===== src/rtl/uart_pkg.sv =====
// Shared UART definitions: FSM state encodings, baud divider computation and
// parity helper. Used by both the receive and transmit paths.
package uart_pkg;

    localparam logic [2:0] ST_IDLE   = 3'd0;
    localparam logic [2:0] ST_START  = 3'd1;
    localparam logic [2:0] ST_DATA   = 3'd2;
    localparam logic [2:0] ST_PARITY = 3'd3;
    localparam logic [2:0] ST_STOP   = 3'd4;
    localparam logic [2:0] ST_BREAK  = 3'd5;

    // Clocks per oversample tick, integer floor.
    function automatic int unsigned calc_div(input int unsigned clk_freq,
                                             input int unsigned baud_rate,
                                             input int unsigned oversample);
        return clk_freq / (baud_rate * oversample);
    endfunction

    // Parity bit that makes the frame's total ones count even (odd=0) or odd (odd=1).
    // Data is zero-extended by the caller, so padding bits do not affect the result.
    function automatic logic parity_bit(input logic [63:0] data, input logic odd);
        return (^data) ^ odd;
    endfunction

endpackage


===== src/rtl/uart_baud_tick.sv =====
// Free-running oversample tick generator: one-cycle pulse every DIV clocks.
module uart_baud_tick #(
    parameter int unsigned DIV = 27
) (
    input  logic clk,
    input  logic rstn,
    output logic tick
);

    localparam int CW = (DIV > 1) ? $clog2(DIV) : 1;
    localparam logic [CW-1:0] RELOAD = CW'(DIV - 1);

    logic [CW-1:0] cnt;

    assign tick = (cnt == '0);

    // Down-counter reloads on terminal count; the tick fires on the terminal count.
    always_ff @(posedge clk or negedge rstn) begin
        if (!rstn) begin
            cnt <= '0;
        end else if (tick) begin
            cnt <= RELOAD;
        end else begin
            cnt <= cnt - 1'b1;
        end
    end

endmodule


===== src/rtl/uart_rx.sv =====
// UART receiver: synchronises rx_in, deframes start/data/(parity)/stop using
// an oversample tick, and emits a one-cycle FIFO write or a one-cycle error pulse.
//
//  state  | meaning
//  -------+-----------------------------------------------------------
//  IDLE   | line idle, waiting for a falling edge
//  START  | counting to mid start bit; high there means glitch
//  DATA   | sampling data bits at mid-bit, LSB first
//  PARITY | sampling parity bit, latching mismatch
//  STOP   | sampling stop bit, issuing write or a single error pulse
//  BREAK  | stop bit was low; wait for line to return high
module uart_rx
    import uart_pkg::*;
#(
    parameter int unsigned CLK_FREQ   = 50_000_000,
    parameter int unsigned BAUD_RATE  = 115200,
    parameter int unsigned OVERSAMPLE = 16,
    parameter int unsigned DATA_WIDTH = 8,
    parameter int unsigned PARITY_EN  = 0,
    parameter int unsigned PARITY_ODD = 0
) (
    input  logic                  clk,
    input  logic                  rstn,
    input  logic                  rx_in,
    input  logic                  fifo_full,
    output logic                  wr_en,
    output logic [DATA_WIDTH-1:0] wr_data,
    output logic                  busy,
    output logic                  frame_err,
    output logic                  parity_err,
    output logic                  overrun
);

    localparam int unsigned DIV = calc_div(CLK_FREQ, BAUD_RATE, OVERSAMPLE);
    localparam int SW = $clog2(OVERSAMPLE);
    localparam int BW = $clog2(DATA_WIDTH + 1);
    localparam logic [SW-1:0] SMP_MID  = SW'(OVERSAMPLE / 2 - 1);
    localparam logic [SW-1:0] SMP_LAST = SW'(OVERSAMPLE - 1);
    localparam logic [BW-1:0] BIT_LAST = BW'(DATA_WIDTH - 1);
    localparam logic          ODD      = (PARITY_ODD != 0);
    localparam logic [2:0]    ST_AFTER_DATA = (PARITY_EN != 0) ? ST_PARITY : ST_STOP;

    logic                  tick;
    logic                  rx_meta;
    logic                  rx_s;
    logic                  rx_s_d;
    logic                  rx_fall;
    logic [2:0]            state;
    logic [SW-1:0]         smp_cnt;
    logic [BW-1:0]         bit_cnt;
    logic [DATA_WIDTH-1:0] shift_reg;
    logic                  par_bad;

    uart_baud_tick #(
        .DIV (DIV)
    ) u_baud_tick (
        .clk  (clk),
        .rstn (rstn),
        .tick (tick)
    );

    // Two-flop synchroniser plus one delayed copy for falling-edge detection; all idle high.
    always_ff @(posedge clk or negedge rstn) begin
        if (!rstn) begin
            rx_meta <= 1'b1;
            rx_s    <= 1'b1;
            rx_s_d  <= 1'b1;
        end else begin
            rx_meta <= rx_in;
            rx_s    <= rx_meta;
            rx_s_d  <= rx_s;
        end
    end

    assign rx_fall = rx_s_d & ~rx_s;
    assign busy    = (state != ST_IDLE);

    // Frame FSM with sample counters, shift register and registered output pulses.
    always_ff @(posedge clk or negedge rstn) begin
        if (!rstn) begin
            state      <= ST_IDLE;
            smp_cnt    <= '0;
            bit_cnt    <= '0;
            shift_reg  <= '0;
            par_bad    <= 1'b0;
            wr_en      <= 1'b0;
            wr_data    <= '0;
            frame_err  <= 1'b0;
            parity_err <= 1'b0;
            overrun    <= 1'b0;
        end else begin
            wr_en      <= 1'b0;
            frame_err  <= 1'b0;
            parity_err <= 1'b0;
            overrun    <= 1'b0;
            case (state)
                ST_IDLE: begin
                    if (rx_fall) begin
                        state   <= ST_START;
                        smp_cnt <= '0;
                    end
                end
                ST_START: begin
                    if (tick) begin
                        if (smp_cnt == SMP_MID) begin
                            smp_cnt <= '0;
                            if (!rx_s) begin
                                state   <= ST_DATA;
                                bit_cnt <= '0;
                                par_bad <= 1'b0;
                            end else begin
                                state <= ST_IDLE;
                            end
                        end else begin
                            smp_cnt <= smp_cnt + 1'b1;
                        end
                    end
                end
                ST_DATA: begin
                    if (tick) begin
                        if (smp_cnt == SMP_LAST) begin
                            smp_cnt   <= '0;
                            shift_reg <= {rx_s, shift_reg[DATA_WIDTH-1:1]};
                            bit_cnt   <= bit_cnt + 1'b1;
                            if (bit_cnt == BIT_LAST) begin
                                state <= ST_AFTER_DATA;
                            end
                        end else begin
                            smp_cnt <= smp_cnt + 1'b1;
                        end
                    end
                end
                ST_PARITY: begin
                    if (tick) begin
                        if (smp_cnt == SMP_LAST) begin
                            smp_cnt <= '0;
                            par_bad <= (rx_s != parity_bit(64'(shift_reg), ODD));
                            state   <= ST_STOP;
                        end else begin
                            smp_cnt <= smp_cnt + 1'b1;
                        end
                    end
                end
                ST_STOP: begin
                    if (tick) begin
                        if (smp_cnt == SMP_LAST) begin
                            smp_cnt <= '0;
                            if (!rx_s) begin
                                frame_err <= 1'b1;
                                state     <= ST_BREAK;
                            end else begin
                                state <= ST_IDLE;
                                if (par_bad) begin
                                    parity_err <= 1'b1;
                                end else if (fifo_full) begin
                                    overrun <= 1'b1;
                                end else begin
                                    wr_en   <= 1'b1;
                                    wr_data <= shift_reg;
                                end
                            end
                        end else begin
                            smp_cnt <= smp_cnt + 1'b1;
                        end
                    end
                end
                ST_BREAK: begin
                    if (rx_s) begin
                        state <= ST_IDLE;
                    end
                end
                default: begin
                    state <= ST_IDLE;
                end
            endcase
        end
    end

endmodule

===== config.mk =====
export PLATFORM = sky130hd
export DESIGN_NAME = uart_rx
export DESIGN_NICKNAME = d
export VERILOG_FILES = /design/src/rtl/uart_pkg.sv /design/src/rtl/uart_baud_tick.sv /design/src/rtl/uart_rx.sv
export SDC_FILE = /design/constraint.sdc
export NUM_CORES = 1
export LEC_CHECK = 0
export ABC_CLOCK_PERIOD_IN_PS = 1970
export CORE_MARGIN = 4
export CORE_UTILIZATION = 45
export DETAILED_ROUTE_END_ITERATION = 10
export MAX_ROUTING_LAYER = met4
export PLACE_DENSITY = 0.67
export SLEW_MARGIN = 20
export SYNTH_ARGS = -nofsm -noshare
export SYNTH_HDL_FRONTEND = slang
export SYNTH_SLANG_ARGS = --single-unit

===== constraint.sdc =====
create_clock -name clk -period 1.97 [get_ports clk]
set_clock_uncertainty 0.15 [all_clocks]
set_input_delay 0.197 -clock clk [delete_from_list [all_inputs] [get_ports clk]]
set_output_delay 0.197 -clock clk [all_outputs]
set_load 0.02 [all_outputs]

==> flow_metrics.env <==
export IMPL_max_vdd_ir_drop_mv=0.705
export IMPL_reg2reg_depth=7
export IMPL_synth_simple_area_share=0.181
export IMPL_hpwl_microns=2850
export IMPL_synth_edff_count=0
export IMPL_clkLatencyLatePin_ns=0.30
export IMPL_die_area_sq_um=5500
export IMPL_critical_path_reg2reg_endpoint="bit_cnt[2]"
export IMPL_cp_slowest_stage_delay_ns=0.51
export IMPL_asyncSetResetFlopFracSynth=1.00
export IMPL_antenna_cells_inserted=0
export IMPL_dominant_cell_by_count_in_the_synthesized_netlist="dfrtp_1"
export IMPL_finalMaxSlewViolations=0
export IMPL_seq_power_share=0.355
export IMPL_crit_start="u_baud_tick.cnt[0]"
export IMPL_r2r_slack_ns=-0.23
export IMPL_number_of_library_cell_types_mapped_by_synthesis=47
export IMPL_core_region_area_sq_um=4120
export IMPL_timing_critical_path_to="bit_cnt[2]"
export IMPL_maximum_clock_path_buffer_count=2
export IMPL_share_of_synthesized_area_spent_on_multiplexers=0.114
export IMPL_startpoint_type="flip-flop"
export IMPL_drtAntennaViolNets=0
export IMPL_yosysWarnings=0
export IMPL_outcome="finished, violations left"
export IMPL_post_drt_wl_per_cell_microns=16.1
export IMPL_setup_slack_ns=-0.234
export IMPL_failing_checks="setup timing"
export IMPL_timing_final_crit_period_ns=2.20
export IMPL_groute_usage_overall=0.189
export IMPL_finalHoldViolCount=0
export IMPL_cts_buffers=5
export IMPL_critical_path_slowest_cell="or4b_4"
export IMPL_ff_to_ff_start="u_baud_tick.cnt[0]"
export IMPL_maximum_number_of_pins_on_one_net_before_global_route_repair=41
export IMPL_netSwitchingFraction=0.332
export IMPL_p_switching_uw=855
export IMPL_relSlewSlack=0.663
export IMPL_syn_num_nets=181
export IMPL_clkTransAtPathRegs_ns=0.08
export IMPL_clk_root_buffer_cell="clkbuf_8"
export IMPL_required_time_worst_endpoint_ns=2.06
export IMPL_io_pins=17
export IMPL_p_int_mw=1.72
export IMPL_dp_worst_setup_slack_ns=-0.286
export IMPL_avgSynthCellArea_sq_um=11.3
export IMPL_post_drt_via_cell_ratio=5.43
export IMPL_cts_tree="done"
export IMPL_unrepaired_setup_endpoints_after_global_routing="yes"
export IMPL_drtIter0Drc=68
export IMPL_synth_ff_latch_count=40
export IMPL_total_power_mw=2.57
export IMPL_grt_first_pass_wirelength_microns=7550
export IMPL_firstDrtPassIters=5
export IMPL_final_worst_path_period_share=1.12
export IMPL_tritoncts_num_sinks=40
export IMPL_first_global_vias=1594
export IMPL_critPathMaxFanout=3
export IMPL_share_comb_of_total_power=0.377
export IMPL_number_of_antenna_violations_at_the_first_check_in_global_routing=0
export IMPL_drc_errors=0
export IMPL_synthAdderAreaFrac=0.0191
export IMPL_die_w_microns=74.2
export IMPL_max_cap_violations=0
export IMPL_synth_commonest_cells="dfrtp_1, mux2_1, nand2_1"
export IMPL_worst_pin_slew_ns=0.506
export IMPL_synthFlopType="dfrtp_1"
export IMPL_fraction_of_the_mapped_netlist_area_in_compound_gates=0.0934
export IMPL_numPortBuffers=16
export IMPL_element_type_at_the_critical_path_end="flip-flop"
export IMPL_post_synth_inst_count=174
export IMPL_power_static_leakage_nw=1.37
export IMPL_power_clock_fraction=0.267
export IMPL_num_nets_final=245
export IMPL_synth_yosys_seq_area_share=0.510
export IMPL_synth_cell_area_sq_um=1970
export IMPL_routed_via_count=1568
export IMPL_achievable_frequency_ghz=0.454
export IMPL_netlist_top_cell_by_area="dfrtp_1"
export IMPL_ys_top_cells_by_area="dfrtp_1, mux2_1, dfstp_2"
export IMPL_synthXorXnorAreaFrac=0.0515
export IMPL_area_growth_pct=48.6
export IMPL_critical_path_cell_chain="inv_2 > ha_4 > or4b_4 > a211oi_4 > o21ai_2 > or4b_1 > nand2_1"
export IMPL_floorplan_die_height_microns=74.2
export IMPL_synth_top_family_by_area="simple AND/OR/NAND/NOR gates"
export IMPL_worstSetupPathType="reg2reg"
export IMPL_timing_hold_worst_class="in2reg"
export IMPL_grt_ovfl_total=0
export IMPL_post_route_cells_drive_above_1_share=0.460
export IMPL_p_per_area_nw_per_um2=880
export IMPL_h_tree_depth=2
export IMPL_start_util=0.479
export IMPL_arrival_ns=2.29
export IMPL_yosysTopAreaCellShare=0.470
export IMPL_core_rowCount=23
export IMPL_finalWeightedCongestion=0.860
export IMPL_finalSetupViolations=28
export IMPL_wl_microns=4640
-- timing repair --
action / 4_1_cts / 5_1_grt
hold buffers: 1 / 0
cloned: 1 / 0
setup endpoints to repair: 30 / 33
endpoints found under the hold margin: 37 / 0
pin swaps: 10 / 7
buffers inserted: 12 / 6
gates resized for setup: 26 / 17
-- per-stage QoR --
stage	std cells	util	hold WS (ns)	setup TNS [ns]	area (sq um)
2_1_floorplan	174	-	-0.249	-2.41	2060
3_3_place_gp	263	0.595	0.126	-3.41	2450
3_5_place_dp	263	0.595	0.136	-4.96	2450
4_1_cts	285	0.684	0.147	-4.62	2810
5_1_grt	289	0.711	0.140	-5.93	2930
6_report	289	0.711	0.158	-3.92	2930
-- layer usage --
metal	GRT usage	share of wire	wire length, microns
met3	0.0419	0.032	150
met1	0.235	0.44	2030
met5	-	0	0
met2	0.307	0.52	2400
met4	0.0604	0.014	65
-- worst max-delay path: cells and delay by family (launching register included) --
kind	cells	cell delay, ns
DFF	1	0.39
adders and majority gates	1	0.13
and+or+nand+nor	3	1.08
buffers and inverters	1	0.08
AOI/OAI and AO/OA	2	0.31
-- layout by cell type (no fill, tap or decap), types with 2 or more instances in the layout --
cell type,netlist,final
ha_4,0,2
inv_2,0,2
clkbuf_8,0,5
o21ai_2,1,5
nor2_2,0,2
inv_1,8,6
buf_4,1,36
nand3_1,3,2
nand2b_4,0,2
clkdlybuf4s50_1,0,14
nor4_4,0,2
nor3_1,4,2
xor2_1,3,3
o21ai_1,8,4
nand2b_1,4,2
o21ai_0,2,2
nor3b_1,3,2
nand3_4,0,3
a21oi_1,4,2
xnor2_1,6,6
nor2b_1,2,2
buf_6,1,6
a21oi_2,0,2
dfstp_2,3,3
dfrtp_1,37,37
nand3b_1,3,3
nor2_1,14,12
nand2_1,17,16
mux2_4,0,19
-- power groups by stage --
stage          Clock, mW  Sequential (mW)  Combinational (mW)
2_1_floorplan          0            0.922               0.449
3_3_place_gp           0            0.919               0.747
3_5_place_dp           0            0.922               0.770
4_1_cts            0.706            0.911               0.886
5_1_grt            0.744            0.922                1.04
6_report           0.688            0.915               0.972
-- how the worst min path moves through the flow --
stage          startpoint                 end  slack [ns]  cells after the start
2_1_floorplan        rstn          bit_cnt[0]       -0.25                      0
3_3_place_gp         rstn          bit_cnt[2]        0.13                      2
3_5_place_dp         rstn  u_baud_tick.cnt[0]        0.14                      2
4_1_cts             rx_in             rx_meta        0.15                      1
5_1_grt             rx_in             rx_meta        0.14                      1
6_report            rx_in             rx_meta        0.16                      1
-- final cells by class --
type / instances / area, sq um
clock buffer: 5 / 68.8
tap: 50 / 62.6
multi-input combinational: 122 / 1190
clock inverter: 3 / 46.3
fill: 269 / 1190
timing repair buffer: 60 / 522
sequential: 40 / 1000
inverter: 9 / 33.8
-- cell families (layout without fill, tap and decap cells) --
| kind of cell | Yosys count | after routing |
|---|---|---|
| AO/OA/AOI/OAI | 25 | 25 |
| XOR/XNOR | 10 | 10 |
| adder cells (fa/ha/maj) | 3 | 3 |
| buffers and inverters | 13 | 77 |
| flip-flops | 40 | 40 |
| multiplexers | 20 | 20 |
| AND/OR/NAND/NOR | 63 | 64 |
Note: power is estimated with default switching activity, not from simulation.
